**config.mk**
```make
export PLATFORM = sky130hd
export DESIGN_NAME = mem_access
export DESIGN_NICKNAME = d
export VERILOG_FILES = /design/src/rtl/mem_access.sv
export SDC_FILE = /design/constraint.sdc
export NUM_CORES = 1
export LEC_CHECK = 0
export ABC_AREA = 1
export BUFFER_PORTS_ARGS = -buffer_cell sky130_fd_sc_hd__buf_2
export CAP_MARGIN = 20
export CORE_MARGIN = 2
export CORE_UTILIZATION = 45
export CTS_CLUSTER_DIAMETER = 30
export CTS_CLUSTER_SIZE = 20
export DETAILED_ROUTE_END_ITERATION = 8
export PLACE_DENSITY = 0.75
export SYNTH_ARGS = -nofsm -noshare
export SYNTH_HDL_FRONTEND = slang
export SYNTH_SLANG_ARGS = --single-unit
```
**constraint.sdc**
```tcl
create_clock -name clk -period 1.8 [get_ports clk]
set_clock_uncertainty 0.1 [all_clocks]
set_input_delay 0.27 -clock clk [delete_from_list [all_inputs] [get_ports clk]]
set_output_delay 0.27 -clock clk [all_outputs]
set_load 0.02 [all_outputs]
```
**src/rtl/mem_access.sv**
```systemverilog
// Memory-access pipeline stage: issues one load/store per instruction over a
// req/ready + rvalid port and returns a single-cycle completion with writeback data.
module mem_access #(
    parameter int TIMEOUT_CYCLES = 0
) (
    input  logic        clk,
    input  logic        rstn,
    input  logic        enabled,
    input  logic        is_load,
    input  logic        is_store,
    input  logic [2:0]  funct3,
    input  logic [31:0] exec_result,
    input  logic [31:0] store_data,
    input  logic [4:0]  rd_in,
    output logic        mem_req,
    output logic        mem_we,
    output logic [31:0] mem_addr,
    output logic [31:0] mem_wdata,
    output logic [3:0]  mem_wstrb,
    input  logic        mem_ready,
    input  logic        mem_rvalid,
    input  logic [31:0] mem_rdata,
    output logic        completed,
    output logic [31:0] result,
    output logic [4:0]  rd_out,
    output logic        fault,
    output logic        busy
);

    typedef enum logic [1:0] {IDLE, REQ, WAIT, DONE} state_t;

    localparam bit          TMO_EN   = TIMEOUT_CYCLES > 0;
    localparam logic [31:0] TMO_LAST = 32'(TIMEOUT_CYCLES - 1);

    state_t      state;
    logic [1:0]  off_q;
    logic [2:0]  f3_q;
    logic [4:0]  rd_q;
    logic [31:0] tcnt;

    logic        is_mem;
    logic        illegal;
    logic        misaligned;
    logic        tmo;
    logic [3:0]  strb;
    logic [31:0] wdata;
    logic [31:0] shifted;
    logic [31:0] load_val;

    // NOTE: every signal assigned in always_comb gets a default first so no latch is inferred.
    always_comb begin
        is_mem     = is_load | is_store;
        illegal    = is_load ? (funct3 == 3'b011 || funct3[2:1] == 2'b11)
                             : (funct3 >= 3'b011);
        misaligned = (funct3[1:0] == 2'b01 && exec_result[0]) ||
                     (funct3[1:0] == 2'b10 && exec_result[1:0] != 2'b00);
        strb  = 4'b1111;
        wdata = store_data;
        case (funct3[1:0])
            2'b00: begin
                strb  = 4'b0001 << exec_result[1:0];
                wdata = {4{store_data[7:0]}};
            end
            2'b01: begin
                strb  = 4'b0011 << exec_result[1:0];
                wdata = {2{store_data[15:0]}};
            end
            default: ;
        endcase
        if (!is_store) strb = 4'b0000;

        // Bring the addressed byte/half down to bit 0, then extend per width code.
        shifted  = mem_rdata >> {off_q, 3'b000};
        load_val = mem_rdata;
        case (f3_q)
            3'b000:  load_val = {{24{shifted[7]}}, shifted[7:0]};
            3'b001:  load_val = {{16{shifted[15]}}, shifted[15:0]};
            3'b100:  load_val = {24'd0, shifted[7:0]};
            3'b101:  load_val = {16'd0, shifted[15:0]};
            default: ;
        endcase

        tmo = TMO_EN && (tcnt == TMO_LAST);
    end

    // NOTE: sequential state uses non-blocking assignments only, so all registers update together.
    always_ff @(posedge clk or negedge rstn) begin
        if (!rstn) begin
            state     <= IDLE;
            mem_req   <= 1'b0;
            mem_we    <= 1'b0;
            mem_addr  <= '0;
            mem_wdata <= '0;
            mem_wstrb <= '0;
            completed <= 1'b0;
            result    <= '0;
            rd_out    <= '0;
            fault     <= 1'b0;
            busy      <= 1'b0;
            off_q     <= '0;
            f3_q      <= '0;
            rd_q      <= '0;
            tcnt      <= '0;
        end else begin
            completed <= 1'b0;
            case (state)
                IDLE: if (enabled) begin
                    busy <= 1'b1;
                    if (!is_mem || illegal || misaligned) begin
                        state     <= DONE;
                        completed <= 1'b1;
                        result    <= is_mem ? 32'd0 : exec_result;
                        rd_out    <= rd_in;
                        fault     <= is_mem;
                    end else begin
                        state     <= REQ;
                        mem_req   <= 1'b1;
                        mem_we    <= is_store;
                        mem_addr  <= {exec_result[31:2], 2'b00};
                        mem_wdata <= wdata;
                        mem_wstrb <= strb;
                        rd_q      <= rd_in;
                        off_q     <= exec_result[1:0];
                        f3_q      <= funct3;
                        tcnt      <= '0;
                    end
                end
                REQ: begin
                    // Handshake is tested before the timeout so it wins a tie.
                    if (mem_ready) begin
                        mem_req <= 1'b0;
                        mem_we  <= 1'b0;
                        tcnt    <= '0;
                        if (mem_we) begin
                            state     <= DONE;
                            completed <= 1'b1;
                            result    <= '0;
                            rd_out    <= rd_q;
                            fault     <= 1'b0;
                        end else begin
                            state <= WAIT;
                        end
                    end else if (tmo) begin
                        mem_req   <= 1'b0;
                        mem_we    <= 1'b0;
                        state     <= DONE;
                        completed <= 1'b1;
                        result    <= '0;
                        rd_out    <= rd_q;
                        fault     <= 1'b1;
                    end else begin
                        tcnt <= tcnt + 32'd1;
                    end
                end
                WAIT: begin
                    if (mem_rvalid || tmo) begin
                        state     <= DONE;
                        completed <= 1'b1;
                        result    <= mem_rvalid ? load_val : 32'd0;
                        rd_out    <= rd_q;
                        fault     <= !mem_rvalid;
                    end else begin
                        tcnt <= tcnt + 32'd1;
                    end
                end
                DONE: begin
                    state <= IDLE;
                    busy  <= 1'b0;
                end
                default: state <= IDLE;
            endcase
        end
    end

endmodule

```
==> flow_metrics.py, run 1 <==
metrics = {
    "run_status": {
        "outcome": "finished, violations left",
        "violations": "negative setup slack",
    },
    "global_route": {
        "grt_pass1_wl_um": 30500,
        "antenna_found_initial": 0,
        "gr-total-overflow": 0,
        "grt_usage_pct": 26.3,
        "grt_max_degree": 92,
        "grt_pass1_vias": 6172,
    },
    "setup_path": {
        "crit_path_max_fanout": 7,
        "arrival_ns": 2.05,
        "start_kind": "flip-flop",
        "worstSetupPathType": "reg2reg",
        "end_kind": "flip-flop",
        "required_ns": 2.00,
    },
    "detailed_routing": {
        "drt_pass1_iterations": 5,
        "drc": 0,
        "wl_per_cell_um": 15.9,
        "wl_um": 20700,
        "drtIter0Drc": 430,
        "vias_per_cell": 5.12,
        "route.vias.total": 6672,
        "antenna_left": 0,
    },
    "timing": {
        "hold_viol": 0,
        "clock.fmax_ghz": 0.541,
        "setup_viol": 27,
        "fin_crit_ns": 1.85,
        "fin_crit_sh_pct": 103,
        "fin_ws_ns": -0.0501,
        "drv_slew": 0,
        "rsz0062_at_grt": "yes",
    },
    "synthesis": {
        "synthCells": 864,
        "yosysUniqueCellTypes": 30,
        "syn_avg_cell_area_um2": 7.26,
        "seq_area_frac_synth_pct": 47.9,
        "ys_ff_latch": 120,
        "synth_area_um2": 6270,
        "yosys_warnings": 0,
    },
    "place": {
        "port_buffers": 218,
        "dp_hpwl_um": 14100,
        "dp.cells": 1251,
        "gp_congestion": 0.902,
    },
    "pwr": {
        "p_leak_uw": 0.00477,
        "power_density_nw_per_um2": 2010,
        "total_power_uw": 17600,
        "ir_drop_uv": 800,
    },
    "flow_run": {
        "cap_violations": 0,
    },
    "layout": {
        "synthToLayoutAreaGrowth_pct": 39.6,
        "drive_gt1_share_pct": 32.5,
        "nFillCells": 1292,
        "multi_input_area_um2": 2990,
        "diodes": 0,
        "seq_area_um2": 3000,
        "num-nets-final": 1228,
        "fin_util_pct": 63.6,
        "final_cell_count_no_fill": 1302,
    },
    "hold_path": {
        "hold_class": "in2reg",
    },
    "clock_tree": {
        "clock_path_buffers": 2,
        "cts_tree": "yes",
        "clock_latency_ns": 0.41,
        "cts_sinks": 120,
        "cts_root_buf": "clkbuf_16",
        "cts.clk_slew.worst_paths_ns": 0.05,
        "numCtsBuffers": 17,
        "cts-htree-levels": 4,
    },
    "floorplan": {
        "die_w_um": 122,
        "coreArea_um2": 13800,
        "io_pins": 221,
        "die_h_um": 122,
        "start_util_pct": 45.5,
        "num_rows": 43,
        "die_area_um2": 14900,
    },
}
==> metal layers <==
layer | global-route usage (%) | routed length (µm)
met1 | 33.6 | 8690
met4 | 8.98 | 410
met2 | 43.9 | 10100
met5 | 0 | 0
met3 | 6.41 | 1500
==> cells in the mapped netlist (all sizes together) <==
cell type | n | area (µm²)
nor2 | 95 | 372
o22ai | 2 | 12.5
clkinv | 1 | 3.75
ha | 4 | 50.1
conb | 1 | 3.75
nor3 | 2 | 10.0
a22o | 1 | 8.76
nand2 | 290 | 1100
inv | 72 | 270
o21bai | 1 | 7.51
a31oi | 1 | 6.26
nand3 | 44 | 230
or2 | 1 | 6.26
buf | 24 | 168
o21ai | 92 | 460
a21boi | 4 | 30.0
a22oi | 1 | 7.51
dfrtp | 120 | 3000
nand4 | 1 | 21.3
a21oi | 83 | 415
clkbuf | 24 | 91.3
==> logic make-up (layout without fill, tap and decap cells) <==
group / Yosys count / count (layout) / share of synthesized area [%]
compound gates: 185 / 185 / 15.1
fa+ha+maj: 4 / 4 / 0.798
buf+inv: 121 / 378 / 8.50
flops: 120 / 120 / 47.9
other cells: 1 / 2 / 0.0598
simple gates: 433 / 433 / 27.7
==> sequential cells by signal (all words and copies together) (netlist names) <==
| register | cells |
|---|---|
| off_q | 2 |
| mem_wdata | 32 |
| rd_out | 5 |
| mem_we | 1 |
| mem_wstrb | 4 |
| rd_q | 5 |
| mem_addr | 30 |
| mem_req | 1 |
| fault | 1 |
| state | 2 |
| busy | 1 |
| completed | 1 |
| result | 32 |
| f3_q | 3 |
==> through the flow <==
| step | hold slack, ns | setup WS [ns] | area (µm²) | TNS (ns) |
|---|---|---|---|---|
| final | 0.0135 | -0.0501 | 8760 | -0.692 |
| after global placement | 0.161 | 0.0517 | 7700 | 0 |
| after CTS | 0.00517 | 0.00697 | 8290 | 0 |
| after global routing | 0.0104 | -0.0967 | 8760 | -2.70 |
| after detailed placement | 0.161 | -0.0660 | 7700 | -0.502 |
| after floorplan | -0.126 | 0.0424 | 6280 | 0 |
==> where the power goes <==
part	internal, µW	switching, µW
sequential	4030	787
combinational	3770	6030
clock	1820	1150
total	9610	7970
==> worst max-delay path, stage by stage (launching register included) <==
cell and delay (ns):
dfrtp_1 0.42, inv_2 0.09, ha_4 0.19, nand2_4 0.06, o21ai_2 0.05, inv_2 0.05, nand2_2 0.07, nor2_4 0.21
nand2_8 0.14, clkbuf_16 0.20, nor2_4 0.09, a21oi_2 0.05
==> cell usage in the layout (no fill, tap or decap), types with 6 or more instances in the layout <==
cell / synthesis / final
nand3_1: 42 / 42
nor2_4: 2 / 11
inv_2: 4 / 6
a21oi_2: 0 / 9
dfrtp_1: 120 / 120
nor2_1: 93 / 67
clkbuf_16: 0 / 21
nand2_1: 287 / 280
nand2_2: 3 / 6
buf_4: 5 / 37
o21ai_1: 58 / 54
dlygate4sd3_1: 0 / 7
buf_12: 0 / 8
a21oi_1: 83 / 74
o21ai_0: 34 / 33
buf_2: 11 / 217
inv_1: 68 / 63
nor2_2: 0 / 17
==> worst paths after layout <==
path | startpoint | endpoint | slack [ns] | cells after the start
setup / recovery | state[0] | result[19] | -0.05 | 11
hold / removal | rd_in[3] | rd_q[3] | 0.01 | 3
setup reg to reg | state[0] | result[19] | -0.05 | 11
hold reg to reg | mem_wstrb[2] | mem_wstrb[2] | 0.37 | 2
max in group asynchronous | rstn | rd_out[1] | 0.77 | 3
min in group asynchronous | rstn | mem_addr[8] | 0.27 | 2
==> area by class of cell <==
cell class	count	share of cell area [%]
Sequential cell	120	34.3
Multi-Input combinational cell	624	34.1
Timing Repair Buffer	277	20.0
Clock buffer	23	5.46
Inverter	73	3.23
Tap cell	180	2.57
Clock inverter	5	0.286
==> timing repair <==
action	4_1_cts	5_1_grt
gates cloned	0	6
resized for setup	5	81
setup endpoints to repair	22	92
buffers inserted	0	10
pin swaps	0	8
endpoints found under the hold margin	32	0
hold buffers	7	0
Note: power is estimated with default switching activity, not from simulation.
==> inputs of run 2 (changes only) <==
CELL_PAD_IN_SITES_DETAIL_PLACEMENT = 1   (was unset)
CELL_PAD_IN_SITES_GLOBAL_PLACEMENT = 2   (was unset)
CORE_UTILIZATION = 24   (was 45)
==> flow_metrics.py, run 2 (synthesis results as in run 1) <==
metrics = {
    "detailed_routing": {
        "wl_met3_um": 1670,
        "wl_per_cell_um": 17.7,
        "antenna_left": 0,
        "route.vias.total": 6683,
        "vias_per_cell": 4.52,
        "drc": 0,
        "wl_met1_um": 11500,
        "dr_wl_met2_um": 12700,
        "drtIter0Drc": 298,
        "drt_pass1_iterations": 4,
        "wl_um": 26200,
        "top_layer": "met5",
    },
    "floorplan": {
        "coreArea_um2": 25800,
        "num_rows": 59,
        "start_util_pct": 24.3,
        "io_pins": 221,
        "die_h_um": 166,
        "die_w_um": 166,
        "die_area_um2": 27400,
    },
    "place": {
        "dp.cells": 1407,
        "port_buffers": 218,
        "gp_congestion": 0.776,
        "dp_hpwl_um": 17500,
    },
    "pwr": {
        "p_sw_share_pct": 44.8,
        "seq_power_share_pct": 26.3,
        "p_leak_uw": 0.00503,
        "total_power_uw": 18200,
        "power_frac_comb_pct": 52.5,
        "intPower_uw": 10000,
        "power_density_nw_per_um2": 1930,
        "p_clk_share_pct": 21.1,
        "netSwitchingPower_uw": 8160,
        "ir_drop_uv": 688,
    },
    "layout": {
        "top_regs": "mem_wdata x32, result x32, mem_addr x30",
        "drive_gt1_share_pct": 33.3,
        "num-nets-final": 1245,
        "final_cell_mix": "nand2_1, buf_2, dfrtp_1, nor2_1, a21oi_1",
        "synthToLayoutAreaGrowth_pct": 50.3,
        "final_cell_count_no_fill": 1480,
        "final_common_cell": "nand2_1",
    },
    "timing": {
        "rsz0062_at_grt": "yes",
        "fin_ws_ns": -0.0199,
        "fin_crit_ns": 1.82,
        "setup_viol": 38,
        "drv_slew": 0,
        "setup_tns_ns": -0.331,
        "fin_crit_sh_pct": 101,
        "hold_viol": 0,
        "clock.fmax_ghz": 0.549,
    },
    "global_route": {
        "grt_max_degree": 57,
        "grt_pass1_vias": 6734,
        "gr-total-overflow": 0,
        "grt_usage_pct": 17.1,
        "grt_pass1_wl_um": 37200,
        "antenna_found_initial": 2,
    },
    "setup_path": {
        "crit_path_max_fanout": 14,
        "start_kind": "flip-flop",
        "path_cells": "inv_4, ha_4, buf_6, nand4_4, nor2_4, buf_12, inv_16, clkbuf_16, nand2_1, o21ai_1",
        "required_ns": 2.00,
        "crit_slowest_cell": "dfrtp_2",
        "end_kind": "flip-flop",
        "worstSetupPathType": "reg2reg",
        "max_stage_delay_ns": 0.45,
        "arrival_ns": 2.02,
    },
    "flow_run": {
        "cap_violations": 0,
    },
    "run_status": {
        "outcome": "finished, violations left",
        "violations": "negative setup slack",
    },
    "clock_tree": {
        "cts.clk_slew.worst_paths_ns": 0.06,
        "clock_latency_ns": 0.42,
        "cts_root_buf": "clkbuf_16",
        "cts_tree": "yes",
        "cts-htree-levels": 4,
        "numCtsBuffers": 17,
        "clock_path_buffers": 2,
        "cts_sinks": 120,
    },
    "hold_path": {
        "hold_class": "in2reg",
    },
}
[run 2: cell type report]
cell class	instances	area (µm²)
Fill cell	3172	16400
Sequential cell	120	3000
Multi-Input combinational cell	624	2930
Timing Repair Buffer	293	2110
Clock buffer	20	467
Tap cell	335	419
Inverter	73	299
Clock inverter	12	188
Timing Repair inverter	1	8.76
Antenna cell	2	5.00
[run 2: path summary, 6_finish.rpt]
| kind | from | end | slack [ns] | cells past startpoint |
|---|---|---|---|---|
| max | state[0] | mem_wdata[24] | -0.02 | 10 |
| min | exec_result[27] | mem_addr[27] | 0.01 | 3 |
| max reg2reg | state[0] | mem_wdata[24] | -0.02 | 10 |
| min reg2reg | mem_wdata[18] | mem_wdata[18] | 0.37 | 2 |
| max in group asynchronous | rstn | mem_addr[30] | 0.83 | 3 |
| min in group asynchronous | rstn | mem_addr[4] | 0.18 | 2 |
[run 2: power by group through the flow]
stage          combinational [µW]  clock (µW)  sequential, µW
2_1_floorplan                4020           0            6120
3_3_place_gp                 8490           0            4780
3_5_place_dp                 8680           0            4800
4_1_cts                      8980        3960            4780
5_1_grt                     10600        4050            4980
6_report                     9570        3850            4790
[run 2: routing by layer]
metal  vias up  global-route usage, %
met5         -                      0
met4         2                   3.86
met3        17                   5.33
met2       176                   27.8
met1      3211                   22.2
li1       3277                      -
[run 2: metrics by stage]
step / cell area (µm²) / util [%] / hold WS (ns) / worst slack [ns]
4_1_cts: 8740 / 33.8 / 0.00240 / -0.000359
6_report: 9430 / 36.5 / 0.0117 / -0.0199
5_1_grt: 9430 / 36.5 / 0.0107 / -0.125
2_1_floorplan: 6280 / - / -0.126 / 0.0424
3_5_place_dp: 7920 / 30.7 / 0.0167 / -0.0473
3_3_place_gp: 7920 / 30.7 / 0.0147 / 0.00545
[run 2: critical path: cells and delay by family (launching register included)]
kind                     cells  cell delay (ns)
AO/OA/AOI/OAI                1             0.05
buffers and inverters        5             0.59
AND/OR/NAND/NOR              3             0.37
flip-flops                   1             0.45
adder cells (fa/ha/maj)      1             0.14
[run 2: timing repair]
item | 4_1_cts | 5_1_grt
gates cloned | 1 | 19
hold buffers | 11 | 0
buffers inserted | 1 | 9
pin swaps | 2 | 15
endpoints found under the setup margin | 80 | 112
endpoints found under the hold margin | 130 | 0
gates resized for setup | 9 | 84
